===== config.mk =====
export PLATFORM = sky130hd
export DESIGN_NAME = control_unit_fsm_flat
export DESIGN_NICKNAME = d
export VERILOG_FILES = /design/src/rtl/control_unit_fsm_if.sv /design/src/rtl/control_unit_fsm.sv /design/src/flat_wrapper.sv
export SDC_FILE = /design/constraint.sdc
export NUM_CORES = 1
export LEC_CHECK = 0
export ABC_AREA = 0
export CAP_MARGIN = 20
export CORE_ASPECT_RATIO = 0.7
export CORE_MARGIN = 2
export CORE_UTILIZATION = 41
export DETAILED_ROUTE_END_ITERATION = 7
export PLACE_DENSITY = 0.9
export SETUP_SLACK_MARGIN = 0.1
export SLEW_MARGIN = 25
export SYNTH_ARGS = -nofsm -noshare
export SYNTH_HDL_FRONTEND = slang
export SYNTH_SLANG_ARGS = --single-unit

===== constraint.sdc =====
create_clock -name clk -period 4.75 [get_ports clk]
set_clock_uncertainty 0.1 [all_clocks]
set_input_delay 0.475 -clock clk [delete_from_list [all_inputs] [get_ports clk]]
set_output_delay 0.475 -clock clk [all_outputs]
set_load 0.01 [all_outputs]

===== src/rtl/control_unit_fsm_if.sv =====
// ---------------------------------------------------------------------------
// control_unit_fsm_if
//   Bundles the instruction handshake and the datapath control lines that
//   run between the instruction source, the control unit and the datapath.
//
//   Parameters
//     XLEN        datapath width; width of the sign-extended immediate C
//     REG_ADDR_W  register index width
//
//   Signals
//     instr_valid  source -> unit   instr holds a valid instruction
//     instr_ready  unit -> source   unit can accept (only while idle)
//     instr        source -> unit   32-bit RV64I instruction word
//     Ra, Rb, Rw   unit -> datapath rs1 / rs2 / rd register indices
//     C            unit -> datapath sign-extended immediate
//     sinal        unit -> datapath adder op: 0 add, 1 sub
//     sinalMux     unit -> datapath 0: S1=C, S2=mem dout; 1: S1=doutB, S2=soma
//     weReg        unit -> datapath register-file write enable pulse
//     weMem        unit -> datapath memory write enable pulse
//     busy         unit -> source   instruction in flight
//     done         unit -> source   pulse in the last state of an instruction
//     err          unit -> source   sticky illegal-instruction flag; present
//                                   only when CTRL_ILLEGAL_TRAP_EN is defined
//
//   Modports
//     master : instruction source / datapath side
//     slave  : control unit side
// ---------------------------------------------------------------------------
interface control_unit_fsm_if #(
  parameter int XLEN       = 64,
  parameter int REG_ADDR_W = 5
);

  logic                  instr_valid;
  logic                  instr_ready;
  logic [31:0]           instr;
  logic [REG_ADDR_W-1:0] Ra;
  logic [REG_ADDR_W-1:0] Rb;
  logic [REG_ADDR_W-1:0] Rw;
  logic [XLEN-1:0]       C;
  logic                  sinal;
  logic                  sinalMux;
  logic                  weReg;
  logic                  weMem;
  logic                  busy;
  logic                  done;
`ifdef CTRL_ILLEGAL_TRAP_EN
  logic                  err;

  modport master (
    output instr_valid, instr,
    input  instr_ready, Ra, Rb, Rw, C, sinal, sinalMux, weReg, weMem,
           busy, done, err
  );

  modport slave (
    input  instr_valid, instr,
    output instr_ready, Ra, Rb, Rw, C, sinal, sinalMux, weReg, weMem,
           busy, done, err
  );
`else
  modport master (
    output instr_valid, instr,
    input  instr_ready, Ra, Rb, Rw, C, sinal, sinalMux, weReg, weMem,
           busy, done
  );

  modport slave (
    input  instr_valid, instr,
    output instr_ready, Ra, Rb, Rw, C, sinal, sinalMux, weReg, weMem,
           busy, done
  );
`endif

endinterface


===== src/rtl/control_unit_fsm.sv =====
// ---------------------------------------------------------------------------
// control_unit_fsm
//   Multi-cycle control unit in front of the datapath (register file, adder,
//   memory, Mux1/Mux2). Takes one 32-bit RV64I instruction at a time over a
//   valid/ready handshake, decodes ld/sd/add/sub and sequences the register
//   indices, immediate, adder op, mux select and the two write enables.
//
//   Sequences (cycles counted from the accepting clock edge):
//     ld      DECODE, EXEC, MEM, WB   weReg in WB  (4 cycles)
//     sd      DECODE, EXEC, MEM       weMem in MEM (3 cycles)
//     add/sub DECODE, EXEC, WB        weReg in WB  (3 cycles)
//   done pulses in the last state; a new instruction can be accepted the
//   cycle after done. rd == x0 runs the full sequence without weReg.
//
//   Optional feature macro: CTRL_ILLEGAL_TRAP_EN
//     defined     : unrecognised encoding goes DECODE -> ERR and stays there
//                   with err=1, busy=1, instr_ready=0 until reset.
//     not defined : unrecognised encoding runs as a NOP (DECODE, EXEC, done)
//                   and the err signal does not exist.
//
//   Ports
//     clk    rising-edge clock
//     rst_n  asynchronous active-low reset
//     bus    control_unit_fsm_if.slave (handshake + datapath controls)
//
//   Every output is driven straight from a flop; nothing in instr reaches
//   an output without passing through a register.
// ---------------------------------------------------------------------------
module control_unit_fsm #(
  parameter int XLEN       = 64,
  parameter int REG_ADDR_W = 5
) (
  input  logic               clk,
  input  logic               rst_n,
  control_unit_fsm_if.slave  bus
);

  typedef enum logic [2:0] {
    S_IDLE,
    S_DECODE,
    S_EXEC,
    S_MEM,
    S_WB,
    S_ERR
  } state_e;

  typedef enum logic [2:0] {
    OP_LD,
    OP_SD,
    OP_ADD,
    OP_SUB,
    OP_ILL
  } op_e;

  localparam logic [6:0] OPC_LOAD  = 7'b0000011;
  localparam logic [6:0] OPC_STORE = 7'b0100011;
  localparam logic [6:0] OPC_OP    = 7'b0110011;
  localparam logic [2:0] F3_DWORD  = 3'b011;
  localparam logic [2:0] F3_ADDSUB = 3'b000;
  localparam logic [6:0] F7_ADD    = 7'b0000000;
  localparam logic [6:0] F7_SUB    = 7'b0100000;

  // -------------------------------------------------------------------------
  // State and registered outputs
  // -------------------------------------------------------------------------
  state_e          state_q, state_d;
  op_e             op_q, op_d;
  logic [31:0]     ir_q, ir_d;
  logic [XLEN-1:0] c_q, c_d;
  logic            sinal_q, sinal_d;
  logic            sinal_mux_q, sinal_mux_d;
  logic            we_reg_q, we_reg_d;
  logic            we_mem_q, we_mem_d;
  logic            busy_q, busy_d;
  logic            done_q, done_d;
  logic            ready_q, ready_d;
`ifdef CTRL_ILLEGAL_TRAP_EN
  logic            err_q, err_d;
`endif

  // Opcode and funct7 bits only matter at decode time; the IR keeps them so
  // the register reads as the whole instruction word.
  logic unused_ir_bits;
  assign unused_ir_bits = ^{ir_q[31:25], ir_q[14:12], ir_q[6:0]};

  // -------------------------------------------------------------------------
  // Instruction decode of the incoming word (used only on the accept edge)
  // -------------------------------------------------------------------------
  logic [6:0]      opcode;
  logic [2:0]      funct3;
  logic [6:0]      funct7;
  op_e             op_dec;
  logic [XLEN-1:0] imm_dec;

  assign opcode = bus.instr[6:0];
  assign funct3 = bus.instr[14:12];
  assign funct7 = bus.instr[31:25];

  always_comb begin
    // NOTE: every variable assigned in an always_comb gets a default first,
    // so no path through the block leaves it unassigned and no latch appears.
    op_dec  = OP_ILL;
    imm_dec = '0;
    if (opcode == OPC_LOAD && funct3 == F3_DWORD) begin
      op_dec  = OP_LD;
      imm_dec = {{(XLEN-12){bus.instr[31]}}, bus.instr[31:20]};
    end else if (opcode == OPC_STORE && funct3 == F3_DWORD) begin
      op_dec  = OP_SD;
      imm_dec = {{(XLEN-12){bus.instr[31]}}, bus.instr[31:25], bus.instr[11:7]};
    end else if (opcode == OPC_OP && funct3 == F3_ADDSUB && funct7 == F7_ADD) begin
      op_dec  = OP_ADD;
    end else if (opcode == OPC_OP && funct3 == F3_ADDSUB && funct7 == F7_SUB) begin
      op_dec  = OP_SUB;
    end
  end

  // -------------------------------------------------------------------------
  // Next state and next values of the registered outputs
  // -------------------------------------------------------------------------
  always_comb begin
    state_d     = state_q;
    op_d        = op_q;
    ir_d        = ir_q;
    c_d         = c_q;
    sinal_d     = sinal_q;
    sinal_mux_d = sinal_mux_q;

    unique case (state_q)
      S_IDLE: begin
        if (bus.instr_valid) begin
          state_d     = S_DECODE;
          op_d        = op_dec;
          ir_d        = bus.instr;
          c_d         = imm_dec;
          sinal_d     = (op_dec == OP_SUB);
          sinal_mux_d = (op_dec == OP_ADD) || (op_dec == OP_SUB);
        end
      end
      S_DECODE: begin
`ifdef CTRL_ILLEGAL_TRAP_EN
        state_d = (op_q == OP_ILL) ? S_ERR : S_EXEC;
`else
        state_d = S_EXEC;
`endif
      end
      S_EXEC: begin
        unique case (op_q)
          OP_LD, OP_SD:   state_d = S_MEM;
          OP_ADD, OP_SUB: state_d = S_WB;
          default:        state_d = S_IDLE;  // NOP: EXEC is the last state
        endcase
      end
      S_MEM:   state_d = (op_q == OP_LD) ? S_WB : S_IDLE;
      S_WB:    state_d = S_IDLE;
      S_ERR:   state_d = S_ERR;              // left only through reset
      default: state_d = S_IDLE;
    endcase

    // Outputs are decoded from the state being entered so that the flops
    // present them during that state without a combinational tail.
    ready_d  = (state_d == S_IDLE);
    busy_d   = (state_d != S_IDLE);
    we_reg_d = (state_d == S_WB) && (ir_d[11:7] != 5'd0);
    we_mem_d = (state_d == S_MEM) && (op_d == OP_SD);
    done_d   = (state_d == S_WB)
            || ((state_d == S_MEM)  && (op_d == OP_SD))
            || ((state_d == S_EXEC) && (op_d == OP_ILL));
`ifdef CTRL_ILLEGAL_TRAP_EN
    err_d    = (state_d == S_ERR);
`endif
  end

  // -------------------------------------------------------------------------
  // Registers
  // -------------------------------------------------------------------------
  // NOTE: sequential state uses non-blocking assignments so every flop
  // samples its pre-edge inputs regardless of statement order.
  always_ff @(posedge clk or negedge rst_n) begin
    if (!rst_n) begin
      state_q     <= S_IDLE;
      op_q        <= OP_ILL;
      ir_q        <= '0;
      c_q         <= '0;
      sinal_q     <= 1'b0;
      sinal_mux_q <= 1'b0;
      we_reg_q    <= 1'b0;
      we_mem_q    <= 1'b0;
      busy_q      <= 1'b0;
      done_q      <= 1'b0;
      ready_q     <= 1'b1;
`ifdef CTRL_ILLEGAL_TRAP_EN
      err_q       <= 1'b0;
`endif
    end else begin
      state_q     <= state_d;
      op_q        <= op_d;
      ir_q        <= ir_d;
      c_q         <= c_d;
      sinal_q     <= sinal_d;
      sinal_mux_q <= sinal_mux_d;
      we_reg_q    <= we_reg_d;
      we_mem_q    <= we_mem_d;
      busy_q      <= busy_d;
      done_q      <= done_d;
      ready_q     <= ready_d;
`ifdef CTRL_ILLEGAL_TRAP_EN
      err_q       <= err_d;
`endif
    end
  end

  // -------------------------------------------------------------------------
  // Output drive
  // -------------------------------------------------------------------------
  assign bus.instr_ready = ready_q;
  assign bus.Ra          = REG_ADDR_W'(ir_q[19:15]);
  assign bus.Rb          = REG_ADDR_W'(ir_q[24:20]);
  assign bus.Rw          = REG_ADDR_W'(ir_q[11:7]);
  assign bus.C           = c_q;
  assign bus.sinal       = sinal_q;
  assign bus.sinalMux    = sinal_mux_q;
  assign bus.weReg       = we_reg_q;
  assign bus.weMem       = we_mem_q;
  assign bus.busy        = busy_q;
  assign bus.done        = done_q;
`ifdef CTRL_ILLEGAL_TRAP_EN
  assign bus.err         = err_q;
`endif

endmodule


===== src/flat_wrapper.sv =====
// flat-port wrapper written by rule: the top's interface ports become plain ports
module control_unit_fsm_flat 
#(
  parameter int XLEN       = 64,
  parameter int REG_ADDR_W = 5
)
  (clk, rst_n, bus_instr_valid, bus_instr, bus_instr_ready, bus_Ra, bus_Rb, bus_Rw, bus_C, bus_sinal, bus_sinalMux, bus_weReg, bus_weMem, bus_busy, bus_done);
  control_unit_fsm_if #(.XLEN(XLEN), .REG_ADDR_W(REG_ADDR_W)) bus_i ();
  input  logic clk;
  input  logic rst_n;
  input wire logic [$bits(bus_i.instr_valid)-1:0] bus_instr_valid;
  input wire logic [$bits(bus_i.instr)-1:0] bus_instr;
  output wire logic [$bits(bus_i.instr_ready)-1:0] bus_instr_ready;
  output wire logic [$bits(bus_i.Ra)-1:0] bus_Ra;
  output wire logic [$bits(bus_i.Rb)-1:0] bus_Rb;
  output wire logic [$bits(bus_i.Rw)-1:0] bus_Rw;
  output wire logic [$bits(bus_i.C)-1:0] bus_C;
  output wire logic [$bits(bus_i.sinal)-1:0] bus_sinal;
  output wire logic [$bits(bus_i.sinalMux)-1:0] bus_sinalMux;
  output wire logic [$bits(bus_i.weReg)-1:0] bus_weReg;
  output wire logic [$bits(bus_i.weMem)-1:0] bus_weMem;
  output wire logic [$bits(bus_i.busy)-1:0] bus_busy;
  output wire logic [$bits(bus_i.done)-1:0] bus_done;
  assign bus_i.instr_valid = bus_instr_valid;
  assign bus_i.instr = bus_instr;
  assign bus_instr_ready = bus_i.instr_ready;
  assign bus_Ra = bus_i.Ra;
  assign bus_Rb = bus_i.Rb;
  assign bus_Rw = bus_i.Rw;
  assign bus_C = bus_i.C;
  assign bus_sinal = bus_i.sinal;
  assign bus_sinalMux = bus_i.sinalMux;
  assign bus_weReg = bus_i.weReg;
  assign bus_weMem = bus_i.weMem;
  assign bus_busy = bus_i.busy;
  assign bus_done = bus_i.done;
  control_unit_fsm #(.XLEN(XLEN), .REG_ADDR_W(REG_ADDR_W)) u_core (.clk(clk), .rst_n(rst_n), .bus(bus_i));
endmodule

==> results.md, run 1 <==
- Clock latency on the worst-skew pair: around 0.29 ns
- Drt wl/cell: between 10 and 15 um
- Critical Path Start Type: register
- Async SR Flop Fraction: 100%
- Setup_tns: 0 ns
- Finished Core Util: a little over three fifths
- Core area: about 4800 um2
- First-pass GRT wire length: 7530 um
- Main flop type after synthesis: dfrtp_1
- P&R area growth vs syn: 45.7%
- GP Congestion: ~0.86
- Peak Freq: between 0.4 and 0.5 GHz
- Syn Inst Count: 209
- Crit path max-delay cell type: clkdlybuf4s50_1
- Overflow left after global routing: 0
- CP top delay family: buffers and inverters
- Max-Cap Viols: 0
- Synth top area cells: dfrtp_1 (46%), buf_4 (19%), nand2_1 (8.1%)
- Peak supply drop: 0.233 mV
- # IOs: 121
- 1st-pass router iterations: 4
- Die width: slightly below 90 um
- Post-synth top area cell: dfrtp_1
- Commonest cells after routing, fill and taps aside: clkdlybuf4s50_1 (119), nand2_1 (45), dfrtp_1 (38)
- Die area: between 5000 and 6000 um2
- Leakage power: between 0.001 and 0.0015 uW
- CP Buf/Inv Count: 2
- Post-CTS Setup Bufs: 0
- Largest net degree at the start of global routing: 41
- Initial antenna violation count: 0
- Post-CTS sizing: 0
- Hold buffer count at CTS: 0
- Drt initial violations: around 130
- CP max stage delay: about 0.61 ns
- Synthesized net count: ~240
- Clk pin slew, worst setup/hold paths: ~0.070 ns
- Buffers on Ports: 120
- Seq cells post-synth: 40
- CP max FO: 39
- Num CTS Buffers: 5
- Die extent in y: between 60 and 70 um
- CP startpoint: u_core.bus.C[62]
- CTS Root Buffer Type: clkbuf_8
- Final hold violations: 0
- TritonCTS clock tree: built
- Clock Path Buffers: 2
- Placement Cell Area: roughly 2900 um2
- Most common cell after layout, fill and taps aside: clkdlybuf4s50_1
- Layout cells sized above 1: under 10%
- Tot GR Track Use: roughly 18%
- Worst Setup EP: bus_C[49]
- Post-Route WL: about 4800 um
- Final setup violating endpoints: 0
- Netlist cell types: 36
- Row cnt: 21
- FF-to-FF End: u_core.bus.C[0]
- Hold Path Class: input pin to asynchronous set/reset pin
- R2R depth: 4
- Max Slew Vio Count: 0
- Rel. slew slack: between 40 and 50%
- Design area: roughly 3000 um2
- Worst r2r src: u_core.state_q[1]
- ANT nets after route: 0
- Yosys Warn Count: 0
- Number of diodes: 0
- Mean Syn Cell Area: around 10 um2
- Vias: 1649
- Clock period minus final worst setup slack: roughly 2.5 ns
- Crit path required time: around 4.2 ns
- Setup crit end kind: output pin
- NumNets Final: about 310
- Unrepaired setup endpoints after global routing: no
- Netlist Area Pre-Place: slightly above 2000 um2
- PwrDens: approximately 320 nW/um2
- Number of global-route vias before repair: around 1500
- Worst path cell trace: buf_4 -> clkdlybuf4s50_1
- Seq/Total Area, Yosys: between 40% and 50%
- Clock sink count: 40
- Number of enable flip-flop cells after synthesis: 0
- Critical Path AT: roughly 1.9 ns
- Detailed-route DRC error count: 0
- Max H-tree Level: 2
- WP depth: 2
- Slack of the worst reg-to-reg path: ~2.6 ns
- Post-DP HPWL: between 3000 and 4000 um
- Status: finished clean
- Share of the synthesized area in the top cell type: between 40% and 50%
- Tcrit/Tclk final: 51.6%
- Slew @ Worst Pin: about 0.84 ns
- WS Path Type: register to output pin
- Avg Vias per Cell: between 4 and 5
- Initial Utilization: between 40% and 50%
metal layers:
layer,wire (um),part of all wire [%],track usage (%),vias to the layer above
met5,0,0,0,-
met4,37,0.77,4.85,0
met3,482,10,4.46,3
met2,2190,45,27.9,99
met1,2120,44,23.8,764
li1,-,-,-,783
worst reg2reg max path, stage by stage (launching register included):
cell and delay [ns]:
dfrtp_1 0.44, nand2b_4 0.17, or3_2 0.71, or3_4 0.51, o21ai_1 0.16
worst min-delay path by stage:
stage / cells after the start / from / end / slack, ns
after floorplan: 0 / rst_n / u_core.bus.C[0] / 0.08
after global placement: 1 / u_core.bus.sinalMux / u_core.bus.sinalMux / 0.37
after detailed placement: 2 / u_core.ir_q[24] / u_core.ir_q[24] / 0.36
after CTS: 1 / rst_n / u_core.ir_q[20] / 0.22
after global routing: 1 / rst_n / u_core.bus.C[5] / 0.26
final: 1 / rst_n / u_core.ir_q[11] / 0.19
registers in the layout, summed over array words and instances, names as in the netlist:
register,cells
u_core.bus.weReg,1
u_core.bus.instr_ready,1
u_core.ir_q,15
u_core.op_q,3
u_core.bus.sinal,1
u_core.bus.weMem,1
u_core.bus.busy,1
u_core.bus.sinalMux,1
u_core.bus.C,12
u_core.state_q,3
u_core.bus.done,1
final cells by class:
class                      count  area (um2)
multi-input combinational    108         638
tap                           69        86.3
clock buffer                   6        72.6
inverter                       1        3.75
timing repair buffer         122        1210
sequential                    40        1000
clock inverter                 1        5.00
fill                         394        1810
through the flow:
step / cells / hold slack, ns / power (uW) / setup slack [ns]
global placement: 340 / 0.368 / 770 / 2.08
global route: 347 / 0.258 / 1040 / 2.15
detailed placement: 340 / 0.361 / 775 / 1.99
finish: 347 / 0.190 / 980 / 2.30
CTS: 347 / 0.215 / 987 / 2.25
floorplan: 209 / 0.0794 / 580 / 2.76
cells by family after synthesis:
logic type	after synthesis	synth area share, %
multiplexers	7	3.50
AO/OA/AOI/OAI	27	9.05
AND/OR/NAND/NOR	74	17.9
flip-flops	40	48.4
buffers and inverters	61	21.2
synth_stat cells (all sizes together) (2+ instances only):
cell type,number
buf,59
nand2,45
dfrtp,38
a22o,8
nor2,7
o21ai,7
mux2i,5
a21oi,4
a21o,3
nand2b,3
nand3b,3
or3,3
dfstp,2
mux2,2
nand3,2
nor3,2
o21a,2
or4,2
where the power goes:
part           total, uW  internal [uW]  leakage (uW)  switching [uW]
sequential           456            410      0.000521            45.8
clock                210           99.8     0.0000410             111
combinational        313            179      0.000754             134
total                980            689       0.00132             290
Power figures use the tool's default switching activity.
==> run 2: changes to the inputs <==
--- a/config.mk
+++ b/config.mk
@@ -9,9 +9,9 @@
 export CAP_MARGIN = 20
 export CORE_ASPECT_RATIO = 0.7
 export CORE_MARGIN = 2
-export CORE_UTILIZATION = 41
+export CORE_UTILIZATION = 38
 export DETAILED_ROUTE_END_ITERATION = 7
-export PLACE_DENSITY = 0.9
+export PLACE_DENSITY = 0.85
 export SETUP_SLACK_MARGIN = 0.1
 export SLEW_MARGIN = 25
 export SYNTH_ARGS = -nofsm -noshare
==> constraint.sdc (replaced) <==
create_clock -name clk -period 2.45 [get_ports clk]
set_clock_uncertainty 0.1 [all_clocks]
set_input_delay 0.245 -clock clk [delete_from_list [all_inputs] [get_ports clk]]
set_output_delay 0.245 -clock clk [all_outputs]
set_load 0.01 [all_outputs]
==> run 2 against run 1 <==
Effect of this change:
- sequential power rose by 94%
- clock-buffer cell count rose by 2
- highest routed layer unchanged
- first-iteration DRC count fell by 23%
- global-route usage fell by 0.53 points
==> results.md, run 2 (synthesis results as in run 1) <==
- Status: finished clean
- Post-CTS Setup Bufs: 0 (unchanged)
- Die width: 92.3 um (+3.7%)
- Max Slew Vio Count: 0 (unchanged)
- Number of diodes: 0 (unchanged)
- Row cnt: 22 (+4.8%)
- Most common cell after layout, fill and taps aside: clkdlybuf4s50_1
- Final hold violations: 0 (unchanged)
- Rel. slew slack: 42.2% (-1.8 points)
- Dpl ws: 0.253 ns (-1.73 ns)
- Die extent in y: 65.8 um (+3.6%)
- # fillers: 434 (+10%)
- Critical Path AT: 2.05 ns (+0.17 ns)
- Drt wl/cell: 14.3 um (+2.7%)
- Slew @ Worst Pin: 0.867 ns (+0.0276 ns)
- Largest Register: u_core.ir_q
- TritonCTS clock tree: built
- Vias: 1698 (+3.0%)
- Drt initial violations: 98 (-23%)
- First-pass GRT wire length: 7850 um (+4.1%)
- Hold Path Class: input pin to register
- Setup crit end kind: register
- Overflow left after global routing: 0 (unchanged)
- Clock period minus final worst setup slack: around 2.0 ns
- Avg Vias per Cell: 4.74 (-0.19%)
- Core area: 5260 um2 (+8.7%)
- # IOs: 121 (unchanged)
- Worst setup margin: 0.472 ns (-1.83 ns)
- Clock latency on the worst-skew pair: 0.30 ns (about the same)
- Max reg flops: 15 (unchanged)
- Peak supply drop: 0.482 mV (+110%)
- Critical Path Start Type: register
- Multi-input logic area: 637 um2 (-0.20%)
- Initial antenna violation count: 0 (unchanged)
- CTS Root Buffer Type: clkbuf_8
- Final setup violating endpoints: 0 (unchanged)
- 1st-pass router iterations: 4 (unchanged)
- Final hold slack: 0.368 ns (+0.178 ns)
- Num CTS Buffers: 5 (unchanged)
- Tcrit/Tclk final: 80.7%
- Initial Utilization: 39.4% (-3.4 points)
- Total Power: 2000 uW (+100%)
- Unrepaired setup endpoints after global routing: no
- Crit path required time: 2.52 ns (-1.66 ns)
- Clock Path Buffers: 2 (unchanged)
- Max-Cap Viols: 0 (unchanged)
- Tot GR Track Use: 17.0% (-0.53 points)
- NumNets Final: 320 (+2.2%)
- Number of global-route vias before repair: 1555 (+2.2%)
- ANT nets after route: 0 (unchanged)
- GP Congestion: 0.775 (-9.4%)
- Clock sink count: 40 (unchanged)
- Detailed-route DRC error count: 0 (unchanged)
- FF/Latch Area: 1000 um2 (unchanged)
- Die area: 6070 um2 (+7.5%)
- CP max FO: 11 (-72%)
- Clk pin slew, worst setup/hold paths: 0.08 ns (about the same)
- P&R area growth vs syn: 49.5%
- Post-DP HPWL: 3930 um (+7.5%)
- Buffers on Ports: 120 (unchanged)
- Leakage power: 0.00136 uW (+3.3%)
- Commonest cells after routing, fill and taps aside: clkdlybuf4s50_1 (119), nand2_1 (45), dfrtp_1 (38)
- Layout cells sized above 1: 8.04% (+1.9 points)
- Max H-tree Level: 2 (unchanged)
- Largest net degree at the start of global routing: 41 (unchanged)
- PwrDens: 645 nW/um2 (+99%)
- Peak Freq: 0.506 GHz
- WS Path Type: register to register
- Setup_tns: 0 ns (unchanged)
- Post-Route WL: 5120 um (+6.0%)
run 2: cell count changes in the layout (fill, tap and decap cells not counted):
cell	delta
buf_4	+6
clkbuf_8	+2
or3_2	-1
clkinv_2	-1
dlygate4sd3_1	+1
or3_1	+1
run 2: per-stage QoR:
stage | util [%] | area [um2] | instances
final | 59.0 | 3100 | 358
after global routing | 59.0 | 3100 | 358
after CTS | 59.0 | 3100 | 358
after detailed placement | 56.9 | 2990 | 349
after global placement | 56.9 | 2990 | 349
after floorplan | - | 2070 | 209
run 2: per-layer routing:
| layer | GRT usage, % | share of wire, % | vias up | routed length [um] |
|---|---|---|---|---|
| met5 | 0 | 0 | - | 0 |
| met2 | 26.6 | 46 | 98 | 2370 |
| met4 | 5.60 | 1.7 | 0 | 89 |
| met1 | 22.8 | 44 | 793 | 2230 |
| met3 | 5.25 | 8.2 | 10 | 421 |
| li1 | - | - | 797 | - |
run 2: report_power, final:
part,internal [uW],leakage [uW],total [uW],switching [uW]
Combinational,362,0.000787,629,267
Clock,257,0.0000515,487,229
Sequential,795,0.000521,884,89.2
run 2: worst max-delay path: stages (launching register included):
cell	delay, ns
dfrtp_1	0.45
nand2b_4	0.17
or3_1	0.52
buf_4	0.27
o41ai_1	0.25
a21oi_1	0.11
run 2: cell type report:
| type | instances | area share, % |
|---|---|---|
| Tap cell | 72 | 2.91 |
| Multi-Input combinational cell | 108 | 20.5 |
| Timing Repair Buffer | 129 | 40.8 |
| Inverter | 1 | 0.121 |
| Sequential cell | 40 | 32.4 |
| Clock buffer | 8 | 3.23 |
run 2: timing repair:
action / CTS / global route
hold endpoints to repair: 38 / 0
hold buffers: 1 / 0
resized for setup: 0 / 0
run 2: path summary, 6_finish.rpt:
kind | slack, ns | endpoint | startpoint | depth (start not counted)
min | 0.37 | u_core.ir_q[17] | bus_instr[17] | 3
max in group asynchronous | 1.21 | u_core.bus.C[7] | rst_n | 2
max reg2reg | 0.47 | u_core.bus.weReg | u_core.state_q[1] | 5
max | 0.47 | u_core.bus.weReg | u_core.state_q[1] | 5
min reg2reg | 0.38 | u_core.ir_q[17] | u_core.ir_q[17] | 2
min in group asynchronous | 0.50 | u_core.ir_q[21] | rst_n | 2
==> run 3: changes to the inputs <==
==> constraint.sdc (replaced) <==
create_clock -name clk -period 2.1 [get_ports clk]
set_clock_uncertainty 0.1 [all_clocks]
set_input_delay 0.21 -clock clk [delete_from_list [all_inputs] [get_ports clk]]
set_output_delay 0.21 -clock clk [all_outputs]
set_load 0.01 [all_outputs]
==> run 3 against run 2 <==
Effect of this change:
- design area hardly changed
- final cell count is 0.28% lower
- die area did not move
- first-iteration DRC count unchanged
- fmax rose by 4.8%
- sequential cell count is the same
- combinational power is 17% higher
- non-clock buffer count shrank 1
- sequential share of layout area is essentially flat
==> results.md, run 3 (synthesis results as in run 1) <==
- Status: finished clean
- Clock sink count: 40 (unchanged)
- Crit path required time: 2.22 ns (-0.30 ns)
- Post-CTS Setup Bufs: 0 (unchanged)
- Die extent in y: 65.8 um (unchanged)
- CP max stage delay: 0.46 ns (-0.06 ns)
- Setup crit end kind: register
- PwrDens: 743 nW/um2 (+15%)
- Max reg flops: 15 (unchanged)
- Leakage power: 0.00135 uW (-0.80%)
- Critical Path AT: 2.00 ns (-0.05 ns)
- Critical Path Start Type: register
- Vias: 1697 (-0.059%)
- Clock Path Buffers: 2 (unchanged)
- Finished Core Util: 59.0% (about the same)
- Clock latency on the worst-skew pair: 0.29 ns (about the same)
- CP Buf/Inv Count: 0 (-1)
- Peak Freq: 0.530 GHz (+4.8%)
- Sequential Power Share: 44.7% (+0.5 points)
- First-pass GRT wire length: 8150 um (+3.9%)
- CP top delay family: simple AND/OR/NAND/NOR gates
- Largest net degree at the start of global routing: 54 (+32%)
- Core area: 5260 um2 (unchanged)
- Tcrit/Tclk final: 89.9% (+9.1 points)
- Unrepaired setup endpoints after global routing: no
- Most common cell after layout, fill and taps aside: clkdlybuf4s50_1
- Die width: 92.3 um (unchanged)
- R2R depth: 4 (-1)
- Initial Utilization: 39.4% (unchanged)
- WS Path Type: register to register
- Switch share: 30.0% (+0.67 points)
- # IOs: 121 (unchanged)
- Buffers on Ports: 120 (unchanged)
- Die area: 6070 um2 (unchanged)
- Hold depth: 3 (unchanged)
- Commonest cells after routing, fill and taps aside: clkdlybuf4s50_1 (119), nand2_1 (45), dfrtp_1 (38)
- Peak supply drop: 0.587 mV (+22%)
- Clk pwr share: 23.3% (-1.0 points)
- Post-Route WL: 5110 um (about the same)
- Hold Path Class: input pin to register
- Drt initial violations: 98 (unchanged)
- Num CTS Buffers: 5 (unchanged)
- Post-DP HPWL: 3960 um (+0.63%)
- Slew @ Worst Pin: 0.863 ns (-0.00468 ns)
- CP startpoint: u_core.state_q[1]
- Logic pwr share: 32.1% (+0.7 points)
- Detailed-route DRC error count: 0 (unchanged)
- Final setup violating endpoints: 0 (unchanged)
- Rel. slew slack: 42.5% (+0.31 points)
- Max-Cap Viols: 0 (unchanged)
- Number of diodes: 0 (unchanged)
- Max H-tree Level: 2 (unchanged)
- Number of global-route vias before repair: 1632 (+5.0%)
- Avg Vias per Cell: 4.75 (+0.22%)
- Tot GR Track Use: 17.4% (+0.33 points)
- Initial antenna violation count: 0 (unchanged)
- Worst Setup EP: u_core.bus.C[3]
- Largest Register: u_core.ir_q
- Worst r2r src: u_core.state_q[1]
- Slack of the worst reg-to-reg path: 0.21 ns (-0.26 ns)
- CP max FO: 7 (-4)
- TritonCTS clock tree: built
- Layout cells sized above 1: 8.07% (+0.028 points)
- Final hold violations: 0 (unchanged)
- P&R area growth vs syn: 49.7% (about the same)
- Clk pin slew, worst setup/hold paths: 0.08 ns (about the same)
- Layout Cells excl Fill: 357 (-0.28%)
- FF-to-FF End: u_core.bus.C[3]
- # fillers: 455 (+4.8%)
- Max Slew Vio Count: 0 (unchanged)
- Worst path cell trace: nand2b_4 -> or3_1 -> or3_4 -> o21ai_1
- NumNets Final: 319 (-0.31%)
- Placed Cells: 348 (-0.29%)
- WP depth: 4 (-1)
- Crit path max-delay cell type: or3_1
- Clock period minus final worst setup slack: 1.89 ns (-0.0909 ns)
- Setup_tns: 0 ns (unchanged)
- 1st-pass router iterations: 4 (unchanged)
- Drt wl/cell: 14.3 um (+0.20%)
- Internal power: 1620 uW (+14%)
- ANT nets after route: 0 (unchanged)
- GP Congestion: 0.785 (+1.3%)
- Row cnt: 22 (unchanged)
- Sw Pwr: 691 uW (+18%)
- Overflow left after global routing: 0 (unchanged)
- CTS Root Buffer Type: clkbuf_8
## run 3: power by group through the flow
stage	logic, uW	clock network, uW	registers (uW)
floorplan	214	0	1100
global placement	722	0	1040
detailed placement	743	0	1040
CTS	745	550	1030
global route	804	577	1050
finish	739	536	1030
## run 3: final cells by class
class                      instances  area (um2)  share of cell area, %
clock buffer                       6        82.6                   2.66
clock inverter                     2        15.0                  0.484
inverter                           1        3.75                  0.121
multi-input combinational        108         637                   20.5
sequential                        40        1000                   32.3
tap                               72        90.1                   2.90
timing repair buffer             128        1270                   41.0
## run 3: stage by stage
| stage | hold slack (ns) | cell area (um2) | worst slack [ns] | total power, uW |
|---|---|---|---|---|
| 3_3_place_gp | 0.263 | 3000 | 0.103 | 1760 |
| 4_1_cts | 0.333 | 3100 | 0.229 | 2330 |
| 6_report | 0.335 | 3100 | 0.213 | 2310 |
| 5_1_grt | 0.366 | 3100 | 0.150 | 2440 |
| 3_5_place_dp | 0.271 | 3000 | 0.0612 | 1780 |
| 2_1_floorplan | -0.186 | 2070 | 0.362 | 1310 |
## run 3: worst min-delay path, delay by kind of cell
kind,cells,cell delay (ns)
buf+inv,1,0.39
simple gates,2,0.09
## run 3: worst min path at each step
stage | from | endpoint | slack, ns
floorplan | rst_n | u_core.bus.C[0] | -0.19
global placement | rst_n | u_core.bus.busy | 0.26
detailed placement | rst_n | u_core.bus.busy | 0.27
CTS | bus_instr[19] | u_core.ir_q[19] | 0.33
global route | bus_instr[18] | u_core.ir_q[18] | 0.37
finish | bus_instr[19] | u_core.ir_q[19] | 0.33
## run 3: timing repair
action                    4_1_cts  5_1_grt
hold endpoints to repair       38        0
hold buffers                    1        0
resized for setup               0        0
## run 3: layer usage
metal  up-vias  wire length [um]  GRT usage, %
met2        85              2460          28.7
met5         -                 0             0
met4         0                81          6.34
li1        796                 -             -
met3         7               351          3.88
met1       809              2210          22.7
